**config.mk**
```make
export PLATFORM = sky130hd
export DESIGN_NAME = id_stage_ctrl_flat
export DESIGN_NICKNAME = d
export VERILOG_FILES = /design/src/rtl/rv_isa_pkg.sv /design/src/rtl/id_stage_ctrl_if.sv /design/src/rtl/id_stage_ctrl_imm_gen.sv /design/src/rtl/id_stage_ctrl.sv /design/src/flat_wrapper.sv
export SDC_FILE = /design/constraint.sdc
export NUM_CORES = 1
export LEC_CHECK = 0
export BUFFER_PORTS_ARGS = -buffer_cell sky130_fd_sc_hd__buf_2
export CORE_MARGIN = 3
export CORE_UTILIZATION = 59
export DETAILED_ROUTE_END_ITERATION = 16
export PLACE_DENSITY = 0.9
export SLEW_MARGIN = 20
export SYNTH_ARGS = -nofsm -noshare
export SYNTH_HDL_FRONTEND = slang
export SYNTH_SLANG_ARGS = --single-unit
```
**constraint.sdc**
```tcl
create_clock -name clk -period 14 [get_ports clk]
set_clock_uncertainty 0.05 [all_clocks]
set_input_delay 2.1 -clock clk [delete_from_list [all_inputs] [get_ports clk]]
set_output_delay 2.1 -clock clk [all_outputs]
set_load 0.03 [all_outputs]
```
**src/rtl/rv_isa_pkg.sv**
```systemverilog
// Shared RV32I decode definitions: opcode constants, instruction format
// codes and the occupancy encoding of the decode-stage skid buffer.
package rv_isa_pkg;

  // RV32I base opcodes (instr[6:0])
  localparam logic [6:0] OPC_LOAD     = 7'b0000011;
  localparam logic [6:0] OPC_MISC_MEM = 7'b0001111;
  localparam logic [6:0] OPC_OP_IMM   = 7'b0010011;
  localparam logic [6:0] OPC_AUIPC    = 7'b0010111;
  localparam logic [6:0] OPC_STORE    = 7'b0100011;
  localparam logic [6:0] OPC_OP       = 7'b0110011;
  localparam logic [6:0] OPC_LUI      = 7'b0110111;
  localparam logic [6:0] OPC_BRANCH   = 7'b1100011;
  localparam logic [6:0] OPC_JALR     = 7'b1100111;
  localparam logic [6:0] OPC_JAL      = 7'b1101111;
  localparam logic [6:0] OPC_SYSTEM   = 7'b1110011;

  // Instruction format codes carried with each decoded entry
  localparam logic [2:0] FMT_R    = 3'd0;
  localparam logic [2:0] FMT_I    = 3'd1;
  localparam logic [2:0] FMT_S    = 3'd2;
  localparam logic [2:0] FMT_B    = 3'd3;
  localparam logic [2:0] FMT_U    = 3'd4;
  localparam logic [2:0] FMT_J    = 3'd5;
  localparam logic [2:0] FMT_NONE = 3'd7;

  // Skid-buffer occupancy: value equals the number of held entries
  typedef enum logic [1:0] {
    ST_EMPTY = 2'd0,
    ST_HALF  = 2'd1,
    ST_FULL  = 2'd2
  } state_t;

endpackage

```
**src/rtl/id_stage_ctrl_if.sv**
```systemverilog
// Fetch-side and execute-side handshake bundle of the decode stage.
//
// Handshake rule (both sides): a transfer happens on a rising clock edge
// where valid and ready are both 1. The sender keeps valid and its payload
// stable until that edge; ready may be raised or lowered freely, and valid
// never depends on ready. flush squashes everything buffered in the stage.
//
// modport slave  : the decode stage itself
// modport master : its environment (fetch drives in_*, execute drives out_ready)
interface id_stage_ctrl_if #(
  parameter int PC_W = 32
);
  logic            in_valid;
  logic            in_ready;
  logic [31:0]     in_instr;
  logic [PC_W-1:0] in_pc;
  logic            flush;
  logic            out_valid;
  logic            out_ready;
  logic [31:0]     out_instr;
  logic [PC_W-1:0] out_pc;
  logic [31:0]     out_imm;
  logic [2:0]      out_fmt;
  logic            out_illegal;

  modport slave (
    input  in_valid, in_instr, in_pc, flush, out_ready,
    output in_ready, out_valid, out_instr, out_pc, out_imm, out_fmt, out_illegal
  );

  modport master (
    output in_valid, in_instr, in_pc, flush, out_ready,
    input  in_ready, out_valid, out_instr, out_pc, out_imm, out_fmt, out_illegal
  );
endinterface

```
**src/rtl/id_stage_ctrl_imm_gen.sv**
```systemverilog
// Combinational RV32I immediate generator. Sign bit is always instr[31];
// FENCE/SYSTEM/R-type and unknown opcodes give 0.
module id_stage_ctrl_imm_gen
  import rv_isa_pkg::*;
(
  input  logic [31:0] instr,
  output logic [31:0] imm
);

  // Select the bit layout for the opcode
  always_comb begin
    imm = '0;
    case (instr[6:0])
      OPC_LOAD, OPC_OP_IMM, OPC_JALR:
        imm = {{20{instr[31]}}, instr[31:20]};
      OPC_STORE:
        imm = {{20{instr[31]}}, instr[31:25], instr[11:7]};
      OPC_BRANCH:
        imm = {{19{instr[31]}}, instr[31], instr[7], instr[30:25], instr[11:8], 1'b0};
      OPC_LUI, OPC_AUIPC:
        imm = {instr[31:12], 12'h000};
      OPC_JAL:
        imm = {{11{instr[31]}}, instr[31], instr[19:12], instr[20], instr[30:21], 1'b0};
      default:
        imm = '0;
    endcase
  end

endmodule

```
**src/rtl/id_stage_ctrl.sv**
```systemverilog
// Decode-stage controller: decodes (pc, instr) at the input and holds the
// result in a 2-entry skid buffer (output reg + skid reg), so every output
// is registered and in_ready depends only on the state register.
// Optional feature: define ID_ILLEGAL_CHK_EN to flag non-RV32I opcodes on
// out_illegal; otherwise out_illegal is tied 0.
module id_stage_ctrl
  import rv_isa_pkg::*;
#(
  parameter int          PC_W      = 32,
  parameter logic [31:0] NOP_INSTR = 32'h00000013
) (
  input  logic              clk,
  input  logic              rst,
  id_stage_ctrl_if.slave    bus,
  output state_t            state_dbg
);

  // Opcode to format code; anything outside the base set is FMT_NONE
  function automatic logic [2:0] decode_fmt(input logic [6:0] opc);
    case (opc)
      OPC_OP:                                     return FMT_R;
      OPC_LOAD, OPC_OP_IMM, OPC_JALR,
      OPC_MISC_MEM, OPC_SYSTEM:                   return FMT_I;
      OPC_STORE:                                  return FMT_S;
      OPC_BRANCH:                                 return FMT_B;
      OPC_LUI, OPC_AUIPC:                         return FMT_U;
      OPC_JAL:                                    return FMT_J;
      default:                                    return FMT_NONE;
    endcase
  endfunction

  state_t          state;
  logic [31:0]     in_imm;
  logic [2:0]      in_fmt;
  logic            in_fire;
  logic            out_fire;
  logic            ld_out_in;
  logic            ld_out_skid;
  logic            ld_skid;

  logic [31:0]     out_instr_q, skid_instr_q;
  logic [PC_W-1:0] out_pc_q,    skid_pc_q;
  logic [31:0]     out_imm_q,   skid_imm_q;
  logic [2:0]      out_fmt_q,   skid_fmt_q;

  id_stage_ctrl_imm_gen u_imm_gen (
    .instr (bus.in_instr),
    .imm   (in_imm)
  );

  assign in_fmt = decode_fmt(bus.in_instr[6:0]);

  assign bus.in_ready  = (state != ST_FULL);
  assign bus.out_valid = (state != ST_EMPTY);
  assign in_fire       = bus.in_valid  & bus.in_ready;
  assign out_fire      = bus.out_valid & bus.out_ready;

  // Data-register load enables; flush blocks every load so nothing moves
  assign ld_out_in   = ~bus.flush & in_fire &
                       ((state == ST_EMPTY) | ((state == ST_HALF) & out_fire));
  assign ld_skid     = ~bus.flush & in_fire & (state == ST_HALF) & ~out_fire;
  assign ld_out_skid = ~bus.flush & (state == ST_FULL) & out_fire;

  // Occupancy FSM; flush overrides any same-cycle transfer
  always_ff @(posedge clk or posedge rst) begin
    if (rst) begin
      state <= ST_EMPTY;
    end else if (bus.flush) begin
      state <= ST_EMPTY;
    end else begin
      case (state)
        ST_EMPTY: if (in_fire) state <= ST_HALF;
        ST_HALF: begin
          if (in_fire && !out_fire)      state <= ST_FULL;
          else if (!in_fire && out_fire) state <= ST_EMPTY;
        end
        ST_FULL:  if (out_fire) state <= ST_HALF;
        default:  state <= ST_EMPTY;
      endcase
    end
  end

  // Output and skid data registers; they only change on a load enable
  always_ff @(posedge clk or posedge rst) begin
    if (rst) begin
      out_instr_q  <= NOP_INSTR;
      out_pc_q     <= '0;
      out_imm_q    <= '0;
      out_fmt_q    <= FMT_I;
      skid_instr_q <= '0;
      skid_pc_q    <= '0;
      skid_imm_q   <= '0;
      skid_fmt_q   <= '0;
    end else begin
      if (ld_out_in) begin
        out_instr_q <= bus.in_instr;
        out_pc_q    <= bus.in_pc;
        out_imm_q   <= in_imm;
        out_fmt_q   <= in_fmt;
      end else if (ld_out_skid) begin
        out_instr_q <= skid_instr_q;
        out_pc_q    <= skid_pc_q;
        out_imm_q   <= skid_imm_q;
        out_fmt_q   <= skid_fmt_q;
      end
      if (ld_skid) begin
        skid_instr_q <= bus.in_instr;
        skid_pc_q    <= bus.in_pc;
        skid_imm_q   <= in_imm;
        skid_fmt_q   <= in_fmt;
      end
    end
  end

`ifdef ID_ILLEGAL_CHK_EN
  logic in_illegal;
  logic out_illegal_q, skid_illegal_q;

  // Non-32-bit encodings and unknown opcodes are illegal in the base set
  assign in_illegal = (bus.in_instr[1:0] != 2'b11) | (in_fmt == FMT_NONE);

  // Illegal flag travels with its entry through the skid buffer
  always_ff @(posedge clk or posedge rst) begin
    if (rst) begin
      out_illegal_q  <= 1'b0;
      skid_illegal_q <= 1'b0;
    end else begin
      if (ld_out_in)        out_illegal_q <= in_illegal;
      else if (ld_out_skid) out_illegal_q <= skid_illegal_q;
      if (ld_skid)          skid_illegal_q <= in_illegal;
    end
  end

  assign bus.out_illegal = out_illegal_q;
`else
  assign bus.out_illegal = 1'b0;
`endif

  assign bus.out_instr = out_instr_q;
  assign bus.out_pc    = out_pc_q;
  assign bus.out_imm   = out_imm_q;
  assign bus.out_fmt   = out_fmt_q;
  assign state_dbg     = state;

endmodule
```
**src/flat_wrapper.sv**
```systemverilog
// flat-port wrapper written by rule: the top's interface ports become plain ports
module id_stage_ctrl_flat import rv_isa_pkg::*;
#(
  parameter int          PC_W      = 32,
  parameter logic [31:0] NOP_INSTR = 32'h00000013
)
  (clk, rst, state_dbg, bus_in_valid, bus_in_instr, bus_in_pc, bus_flush, bus_out_ready, bus_in_ready, bus_out_valid, bus_out_instr, bus_out_pc, bus_out_imm, bus_out_fmt, bus_out_illegal);
  id_stage_ctrl_if #(.PC_W(PC_W)) bus_i ();
  input  logic clk;
  input  logic rst;
  output state_t state_dbg;
  input wire logic [$bits(bus_i.in_valid)-1:0] bus_in_valid;
  input wire logic [$bits(bus_i.in_instr)-1:0] bus_in_instr;
  input wire logic [$bits(bus_i.in_pc)-1:0] bus_in_pc;
  input wire logic [$bits(bus_i.flush)-1:0] bus_flush;
  input wire logic [$bits(bus_i.out_ready)-1:0] bus_out_ready;
  output wire logic [$bits(bus_i.in_ready)-1:0] bus_in_ready;
  output wire logic [$bits(bus_i.out_valid)-1:0] bus_out_valid;
  output wire logic [$bits(bus_i.out_instr)-1:0] bus_out_instr;
  output wire logic [$bits(bus_i.out_pc)-1:0] bus_out_pc;
  output wire logic [$bits(bus_i.out_imm)-1:0] bus_out_imm;
  output wire logic [$bits(bus_i.out_fmt)-1:0] bus_out_fmt;
  output wire logic [$bits(bus_i.out_illegal)-1:0] bus_out_illegal;
  assign bus_i.in_valid = bus_in_valid;
  assign bus_i.in_instr = bus_in_instr;
  assign bus_i.in_pc = bus_in_pc;
  assign bus_i.flush = bus_flush;
  assign bus_i.out_ready = bus_out_ready;
  assign bus_in_ready = bus_i.in_ready;
  assign bus_out_valid = bus_i.out_valid;
  assign bus_out_instr = bus_i.out_instr;
  assign bus_out_pc = bus_i.out_pc;
  assign bus_out_imm = bus_i.out_imm;
  assign bus_out_fmt = bus_i.out_fmt;
  assign bus_out_illegal = bus_i.out_illegal;
  id_stage_ctrl #(.PC_W(PC_W), .NOP_INSTR(NOP_INSTR)) u_core (.clk(clk), .rst(rst), .bus(bus_i), .state_dbg(state_dbg));
endmodule
```
==> results of run 1 <==
## final cells by class
cell class / instances / area share
tap: 180 / 0.02214
clock buffer: 19 / 0.04452
inverter: 10 / 0.004428
multi-input combinational: 681 / 0.3323
timing repair buffer: 176 / 0.08978
sequential: 200 / 0.4924
clock inverter: 13 / 0.01439
## kinds of logic after synthesis
family,after synthesis
buffers and inverters,79
DFF,200
muxes,16
and+or+nand+nor,501
other,1
AOI/OAI and AO/OA,163
## report_power, final
part / internal, mW / total [mW] / leakage, nW / switching (mW)
registers: 0.689 / 0.750 / 2.44 / 0.0611
logic: 0.101 / 0.317 / 2.40 / 0.216
clock network: 0.275 / 0.496 / 0.295 / 0.221
## flip-flops by register name, indices dropped and copies added, names as in the netlist
signal	count
u_core.bus.out_fmt	3
u_core.bus.out_imm	32
u_core.bus.out_instr	32
u_core.bus.out_pc	32
u_core.skid_fmt_q	3
u_core.skid_imm_q	32
u_core.skid_instr_q	32
u_core.skid_pc_q	32
u_core.state_dbg	2
## cells in the mapped netlist (all sizes together) (7+ instances only)
| library cell | instances |
|---|---|
| nand3 | 10 |
| o21ai | 18 |
| a31oi | 66 |
| buf | 50 |
| inv | 10 |
| and3 | 7 |
| a21oi | 22 |
| nor2 | 86 |
| o221ai | 8 |
| nand2 | 373 |
| clkbuf | 19 |
| mux2i | 15 |
| dfrtp | 196 |
| a32oi | 13 |
| a221o | 9 |
## worst min path at each step
stage / start / to / slack (ns) / cells after the start
floorplan: u_core.skid_instr_q[10] / u_core.skid_instr_q[10] / 0.40 / 2
global placement: u_core.skid_pc_q[11] / u_core.skid_pc_q[11] / 0.41 / 2
detailed placement: u_core.skid_pc_q[11] / u_core.skid_pc_q[11] / 0.41 / 2
CTS: u_core.skid_instr_q[6] / u_core.bus.out_instr[6] / 0.43 / 2
global route: u_core.skid_pc_q[28] / u_core.skid_pc_q[28] / 0.45 / 2
finish: u_core.skid_pc_q[12] / u_core.skid_pc_q[12] / 0.43 / 2
## worst register-to-register path, stage by stage (launching register included)
cell     delay, ns
dfrtp_1       0.50
nor3b_2       0.46
nand2_4       0.43
buf_4         0.54
a21oi_1       0.84
a32oi_1       0.12
## through the flow
step	cell area, µm²	util	total power [mW]	hold WS [ns]	std cells
after floorplan	8742	-	0.9692	0.3955	960
final	10170	0.7163	1.563	0.4253	1279
after detailed placement	9547	0.6721	1.072	0.4118	1246
after CTS	10150	0.7143	1.567	0.4272	1278
after global placement	9547	0.6721	1.058	0.4063	1246
after global routing	10170	0.7163	1.638	0.4481	1279
## metal layers
layer	global-route usage	vias up
met4	0.08302	0
met2	0.4316	329
met3	0.04833	45
met5	0	-
met1	0.3867	3591
li1	-	3468
==> impl_metrics.env, run 1 <==
export IMPL_antennaDiodeCount=0
export IMPL_syn_instance_count=960
export IMPL_areaGrowthSynthToFinish_pct=16.37
export IMPL_highest_layer="met4"
export IMPL_synthAdderAreaFrac=0
export IMPL_cp_depth=6
export IMPL_hp_class="reg -> reg"
export IMPL_crit_required_ns=14.21
export IMPL_grtUsageTotal=0.2716
export IMPL_syn_nets=1029
export IMPL_period_minus_slack_ns=4.397
export IMPL_crit_slowest_cell="a21oi_1"
export IMPL_numClockSinks=200
export IMPL_postCtsSetupBuffers=0
export IMPL_worst_path_max_fanout=80
export IMPL_path_clk_slew_ns=0.07
export IMPL_slowest_delay_ns=0.80
export IMPL_ios=173
export IMPL_regArea_mm2=0.005010
export IMPL_yosys_most_used_dff="dfrtp_1"
export IMPL_design_die_area_mm2=0.01631
export IMPL_synth_top_cells_by_area="dfrtp_1, nand2_1, a31oi_1, nor2_1, buf_2"
export IMPL_met1_length_mm=9.401
export IMPL_cts_buffers=17
export IMPL_reg2regPathDepth=5
export IMPL_ys_types=54
export IMPL_core_area_mm2=0.01420
export IMPL_cts_buffer_depth=2
export IMPL_status="finished, final reports clean"
export IMPL_path_class="in -> reg"
export IMPL_synth_compound_area_frac=0.1302
export IMPL_dr_wl_met3_mm=1.511
export IMPL_synth_top_area_frac=0.5610
export IMPL_yosys_area_share_simple=0.2336
export IMPL_num_rows=43
export IMPL_syn_avg_cell_area_um2=9.106
export IMPL_cp_startpoint="bus_flush"
export IMPL_cts_htree_levels=4
export IMPL_fp_dieW_um=127.7
export IMPL_synth_edf_count=0
export IMPL_multi_input_comb_area_mm2=0.003381
export IMPL_synth_top_family_by_area="simple AND/OR/NAND/NOR gates"
export IMPL_finalSetupTns_ns=0
export IMPL_finalWirelength_mm=21.75
export IMPL_root_buffer="clkbuf_16"
export IMPL_ys_seq_area_frac=0.5731
export IMPL_die_h_um=127.7
export IMPL_cts_hold_buf=0
export IMPL_overflow=0
export IMPL_cts_tree="yes"
export IMPL_post_route_period_util=0.3141
export IMPL_drc=0
export IMPL_dr_wl_met2_mm=10.33
export IMPL_max_slew_margin=0.2580
export IMPL_drtPass1Iterations=5
export IMPL_ys_async_sr_fraction=1.000
export IMPL_grt_pass1_wl_mm=35.74
export IMPL_dr_total_vias=7433
export IMPL_synth_xor_area_frac=0
export IMPL_clock_latency_ns=0.43
export IMPL_place_ws_ns=9.252
export IMPL_fmax_mhz=227.4
export IMPL_end_kind="flop"
export IMPL_crit_path_end="u_core.bus.out_imm[21]"
export IMPL_drive_gt1_frac=0.2102
export IMPL_slew_violations=0
export IMPL_cp_num_buf_inv=2
export IMPL_postRouteAntennaNets=0
export IMPL_yosys_register_bits=200
export IMPL_start_kind="primary input"
export IMPL_ys_warn_count=0
export IMPL_grt_pass1_vias=7034
export IMPL_ctsResizeCount=0
export IMPL_place_congestion=0.8286
export IMPL_syn_area_mm2=0.008742
export IMPL_dp_hpwl_mm=13.26
export IMPL_regToRegStartpoint="u_core.state_dbg[1]"
export IMPL_tightest_slew_ns=1.113
export IMPL_drt_iter0_markers=624
export IMPL_path_cells="buf_2 > nor3b_2 > nand2_4 > buf_4 > a21oi_1 > a32oi_1"
export IMPL_port_buffers=171
export IMPL_synth_top_area_cell="dfrtp_1"
export IMPL_viasPerCell=5.812
export IMPL_grt_max_degree=129
export IMPL_antenna_found_initial=0
export IMPL_synthMuxAreaShare=0.01846
export IMPL_layout_common_cells="nand2_1, dfrtp_1, buf_2, nor2_1, a31oi_1"
export IMPL_initial_core_util=0.6155
export IMPL_fillers=1061
export IMPL_r2r_end="u_core.bus.out_imm[21]"
export IMPL_rsz0062_at_grt="no"
export IMPL_finalHoldViolCount=0
export IMPL_maxCapViolCount=0
export IMPL_fin_ws_ns=9.603
export IMPL_nNetsFinal=1155
export IMPL_critPathArrivalTime_ns=4.60
export IMPL_wl_per_cell_um=17.01
export IMPL_setup_viol=0
export IMPL_p_per_area_mw_per_mm2=153.6
export IMPL_power_leakage_nw=5.138
export IMPL_crit_family="compound AO/OA/AOI/OAI gates"
export IMPL_r2r_slack_ns=10.88
export IMPL_max_vdd_ir_drop_mv=0.1119
export IMPL_layout_commonest_cell="nand2_1"
Note: power is estimated with default switching activity, not from simulation.
==> run 2, diff against run 1 <==
CORE_UTILIZATION = 55   (was 59)
PLACE_DENSITY = 0.85   (was 0.9)
clock period = 4.3 ns   (was 14 ns; I/O delays follow)
==> impl_metrics.env, run 2 (synthesis results as in run 1) <==
export IMPL_num_rows=45
export IMPL_p_per_area_mw_per_mm2=497.1
export IMPL_place_congestion=0.8000
export IMPL_rsz0062_at_grt="no"
export IMPL_core_area_mm2=0.01537
export IMPL_ctsResizeCount=0
export IMPL_grt_max_degree=201
export IMPL_antenna_found_initial=0
export IMPL_post_route_period_util=0.6299
export IMPL_pwr_share_comb=0.202
export IMPL_drc=0
export IMPL_areaGrowthSynthToFinish_pct=17.33
export IMPL_max_vdd_ir_drop_mv=0.3110
export IMPL_setup_viol=0
export IMPL_finalSetupTns_ns=0
export IMPL_drive_gt1_frac=0.2111
export IMPL_root_buffer="clkbuf_16"
export IMPL_place_ws_ns=1.321
export IMPL_crit_required_ns=4.51
export IMPL_fin_ws_ns=1.591
export IMPL_wl_per_cell_um=16.53
export IMPL_layout_commonest_cell="nand2_1"
export IMPL_p_clk_frac=0.320
export IMPL_hold_slack_ns=0.2136
export IMPL_initial_core_util=0.5687
export IMPL_grt_use_met1=0.3665
export IMPL_fmax_mhz=369.2
export IMPL_tightest_slew_ns=0.9802
export IMPL_postRouteAntennaNets=0
export IMPL_antennaDiodeCount=0
export IMPL_dp_hpwl_mm=13.88
export IMPL_period_minus_slack_ns=2.709
export IMPL_cts_buffers=17
export IMPL_grtUsageMet3=0.04504
export IMPL_grtUsageMet2=0.3840
export IMPL_end_kind="flop"
export IMPL_path_clk_slew_ns=0.07
export IMPL_cts_htree_levels=4
export IMPL_cts_hold_buf=0
export IMPL_grt_pass1_vias=6817
export IMPL_fillers=1212
export IMPL_design_die_area_mm2=0.01744
export IMPL_hp_class="in -> async"
export IMPL_slew_violations=0
export IMPL_layout_common_cells="nand2_1, dfrtp_1, buf_2, nor2_1, a31oi_1"
export IMPL_ios=173
export IMPL_grt_pass1_wl_mm=35.46
export IMPL_cts_buffer_depth=2
export IMPL_maxCapViolCount=0
export IMPL_dr_total_vias=7380
export IMPL_postCtsSetupBuffers=0
export IMPL_cts_tree="yes"
export IMPL_fp_dieW_um=132.1
export IMPL_power_leakage_nw=5.146
export IMPL_die_h_um=132.1
export IMPL_path_class="reg -> reg"
export IMPL_overflow=0
export IMPL_drtPass1Iterations=5
export IMPL_grtUsageTotal=0.2508
export IMPL_p_int_mw=3.508
export IMPL_status="finished, final reports clean"
export IMPL_drt_iter0_markers=549
export IMPL_grt_busiest_layer="met2"
export IMPL_clock_latency_ns=0.43
export IMPL_nNetsFinal=1160
export IMPL_start_kind="flop"
export IMPL_finalWirelength_mm=21.73
export IMPL_numClockSinks=200
export IMPL_port_buffers=171
export IMPL_viasPerCell=5.612
export IMPL_p_seq_frac=0.479
export IMPL_critPathArrivalTime_ns=2.92
export IMPL_p_sw_frac=0.3119
export IMPL_power_switching_mw=1.591
export IMPL_worst_path_max_fanout=87
export IMPL_max_slew_margin=0.3430
export IMPL_finalHoldViolCount=0
[run 2: worst paths after layout]
check	startpoint	to	slack (ns)	depth (start not counted)
min in group clk	bus_in_pc[20]	u_core.skid_pc_q[20]	0.37	3
worst min register to register	u_core.skid_instr_q[2]	u_core.skid_instr_q[2]	0.42	2
max in group asynchronous	rst	u_core.skid_instr_q[11]	2.98	4
worst max register to register	u_core.state_dbg[1]	u_core.bus.out_imm[21]	1.59	4
worst max-delay path	u_core.state_dbg[1]	u_core.bus.out_imm[21]	1.59	4
worst min-delay path	rst	u_core.bus.out_instr[3]	0.21	3
[run 2: cell type report]
type	instances	area (µm²)	share of cell area
clock buffer	21	450.4	0.04391
clock inverter	11	147.6	0.01439
inverter	10	41.29	0.004025
multi-input combinational	681	3381	0.3296
sequential	200	5010	0.4884
tap	211	264.0	0.02574
timing repair buffer	181	963.4	0.09393
[run 2: power by group through the flow]
stage / logic [mW] / registers [mW] / clock network (mW)
2_1_floorplan: 0.430 / 2.73 / 0
3_3_place_gp: 0.998 / 2.45 / 0
3_5_place_dp: 1.03 / 2.46 / 0
4_1_cts: 1.03 / 2.44 / 1.65
5_1_grt: 1.13 / 2.48 / 1.73
6_report: 1.03 / 2.44 / 1.63
[run 2: metal layers]
metal  wire length [µm]  vias up
li1                   -     3475
met1               9841     3601
met2              10150      274
met3               1378       30
met4                365        0
met5                  0        -
[run 2: worst max-delay path, cell delays in order, from the launching register on]
cell and delay (ns):
dfrtp_1 0.50, nor3b_2 0.42, nand2_4 0.54, a21oi_1 0.88, a32oi_1 0.12
[run 2: stage by stage]
stage / utilization / instances / area [µm²] / total power, mW
5_1_grt: 0.6673 / 1315 / 10260 / 5.344
6_report: 0.6673 / 1315 / 10260 / 5.099
3_3_place_gp: 0.6266 / 1282 / 9632 / 3.451
3_5_place_dp: 0.6266 / 1282 / 9632 / 3.496
2_1_floorplan: - / 960 / 8746 / 3.156
4_1_cts: 0.6655 / 1314 / 10230 / 5.117
==> run 3, diff against run 2 <==
ABC_AREA = 1   (was default)
CORE_UTILIZATION = 56   (was 55)
clock period = 2.77 ns   (was 4.3 ns; I/O delays follow)
==> impl_metrics.env, run 3 <==
export IMPL_min_from="bus_in_pc[29]"
export IMPL_dp_hpwl_mm=15.31
export IMPL_root_buffer="clkbuf_16"
export IMPL_ys_seq_area_frac=0.5361
export IMPL_crit_required_ns=3.04
export IMPL_core_area_mm2=0.01612
export IMPL_path_clk_slew_ns=0.07
export IMPL_layout_cells_non_filler=1545
export IMPL_layout_commonest_cell="nand2_1"
export IMPL_num_rows=46
export IMPL_dpl_cell_count=1512
export IMPL_slew_violations=0
export IMPL_syn_avg_cell_area_um2=7.947
export IMPL_worst_path_max_fanout=88
export IMPL_design_die_area_mm2=0.01827
export IMPL_drtPass1Iterations=5
export IMPL_place_congestion=0.8388
export IMPL_synth_top_cells_by_area="dfrtp_1, nand2_1, inv_1, o21ai_0, nand3_1"
export IMPL_start_kind="flop"
export IMPL_yosys_most_used_dff="dfrtp_1"
export IMPL_regToRegStartpoint="u_core.state_dbg[0]"
export IMPL_syn_instance_count=1176
export IMPL_max_slew_margin=0.5910
export IMPL_fp_dieW_um=135.2
export IMPL_finalHoldViolCount=0
export IMPL_rsz0062_at_grt="no"
export IMPL_overflow=0
export IMPL_maxCapViolCount=0
export IMPL_synth_top_area_cell="dfrtp_1"
export IMPL_ys_warn_count=0
export IMPL_hp_class="in -> reg"
export IMPL_p_per_area_mw_per_mm2=850.4
export IMPL_postRouteAntennaNets=0
export IMPL_nNetsFinal=1385
export IMPL_cts_buffers=17
export IMPL_antennaDiodeCount=0
export IMPL_viasPerCell=5.278
export IMPL_finalWirelength_mm=22.88
export IMPL_grtUsageTotal=0.2587
export IMPL_ios=173
export IMPL_ys_async_sr_fraction=1.000
export IMPL_setup_viol=0
export IMPL_clock_latency_ns=0.43
export IMPL_grt_max_degree=91
export IMPL_yosysMostFrequentCell="nand2_1"
export IMPL_finalSetupTns_ns=0
export IMPL_tightest_slew_ns=0.6136
export IMPL_cp_startpoint="u_core.state_dbg[0]"
export IMPL_areaGrowthSynthToFinish_pct=16.75
export IMPL_drive_gt1_frac=0.1986
export IMPL_holdPathStages=3
export IMPL_layout_common_cells="nand2_1, dfrtp_1, buf_2, inv_1, o21ai_0"
export IMPL_cts_htree_levels=4
export IMPL_fmax_mhz=507.3
export IMPL_status="finished, final reports clean"
export IMPL_cts_buffer_depth=2
export IMPL_ys_types=33
export IMPL_total_power_mw=9.278
export IMPL_cts_tree="yes"
export IMPL_drc=0
export IMPL_drt_iter0_markers=636
export IMPL_reg2regPathDepth=8
export IMPL_port_buffers=171
export IMPL_synth_top_cells_by_count="nand2_1, dfrtp_1, inv_1, o21ai_0, nand3_1"
export IMPL_path_class="reg -> reg"
export IMPL_die_h_um=135.2
export IMPL_numClockSinks=200
export IMPL_power_leakage_nw=5.866
export IMPL_end_kind="flop"
export IMPL_post_route_period_util=0.7116
export IMPL_synth_edf_count=0
export IMPL_ctsResizeCount=0
export IMPL_syn_area_mm2=0.009345
export IMPL_synth_top_area_frac=0.5248
export IMPL_initial_core_util=0.5799
export IMPL_syn_nets=1245
export IMPL_max_vdd_ir_drop_mv=0.4198
export IMPL_period_minus_slack_ns=1.971
export IMPL_grt_pass1_vias=7699
export IMPL_antenna_found_initial=0
export IMPL_yosys_register_bits=200
export IMPL_wl_per_cell_um=14.81
export IMPL_critPathArrivalTime_ns=2.24
export IMPL_dr_total_vias=8154
export IMPL_grt_pass1_wl_mm=38.15
==> run 3: kinds of logic (layout without fill, tap and decap cells) <==
| family | count (synthesis) | in the layout | share of synthesized area |
|---|---|---|---|
| flip-flops | 200 | 200 | 0.5361 |
| AND/OR/NAND/NOR | 601 | 601 | 0.2698 |
| AO/OA/AOI/OAI | 168 | 168 | 0.09814 |
| other | 1 | 1 | 0.0004013 |
| buffers and inverters | 206 | 359 | 0.09560 |
==> run 3: timing repair <==
item,4_1_cts,5_1_grt
hold buffers,1,0
buffers inserted,0,0
endpoints found under the hold margin,10,0
==> run 3: worst paths after layout <==
kind / slack (ns) / end
worst max-delay path: 0.80 / u_core.bus.out_pc[26]
worst min-delay path: 0.15 / u_core.skid_pc_q[29]
worst max register to register: 0.80 / u_core.bus.out_pc[26]
worst min register to register: 0.42 / u_core.skid_pc_q[28]
max in group asynchronous: 1.42 / u_core.bus.out_instr[4]
min in group asynchronous: 0.45 / u_core.bus.out_imm[6]
==> run 3: layer usage <==
metal / vias to the layer above / GRT usage / wire (µm) / share of wire
met4: 0 / 0.07727 / 416 / 0.018
li1: 3946 / - / - / -
met5: - / 0 / 0 / 0
met2: 303 / 0.4007 / 10690 / 0.47
met1: 3867 / 0.3602 / 9870 / 0.43
met3: 38 / 0.07244 / 1896 / 0.083
==> run 3: where the power goes <==
group | total (mW) | switching (mW) | internal [mW]
registers | 4.27 | 0.475 | 3.79
clock network | 2.46 | 1.14 | 1.32
logic | 2.55 | 1.73 | 0.821
total | 9.28 | 3.35 | 5.93
==> run 3: layout make-up <==
class / count / area (µm²)
Fill cell: 1326 / 5205
Sequential cell: 200 / 5010
Clock buffer: 19 / 452.9
Inverter: 140 / 534.3
Tap cell: 216 / 270.3
Multi-Input combinational cell: 770 / 3462
Clock inverter: 13 / 140.1
Timing Repair Buffer: 187 / 1041
==> run 3: stage by stage <==
stage	hold WS, ns	utilization	setup WS [ns]	instance area [µm²]
2_1_floorplan	0.3922	-	-0.2806	9349
3_3_place_gp	0.3659	0.6396	0.8062	10310
3_5_place_dp	0.3606	0.6396	0.7307	10310
4_1_cts	0.1301	0.6770	0.8132	10910
5_1_grt	0.1429	0.6770	0.6316	10910
6_report	0.1471	0.6770	0.7988	10910
==> run 3: worst max-delay path, stage by stage, from the launching register on <==
cell and delay (ns):
dfrtp_1 0.38, inv_1 0.10, or2_1 0.26, nand3_4 0.09, buf_12 0.31, buf_4 0.37
nand3_1 0.11, o21ai_0 0.09, inv_1 0.06
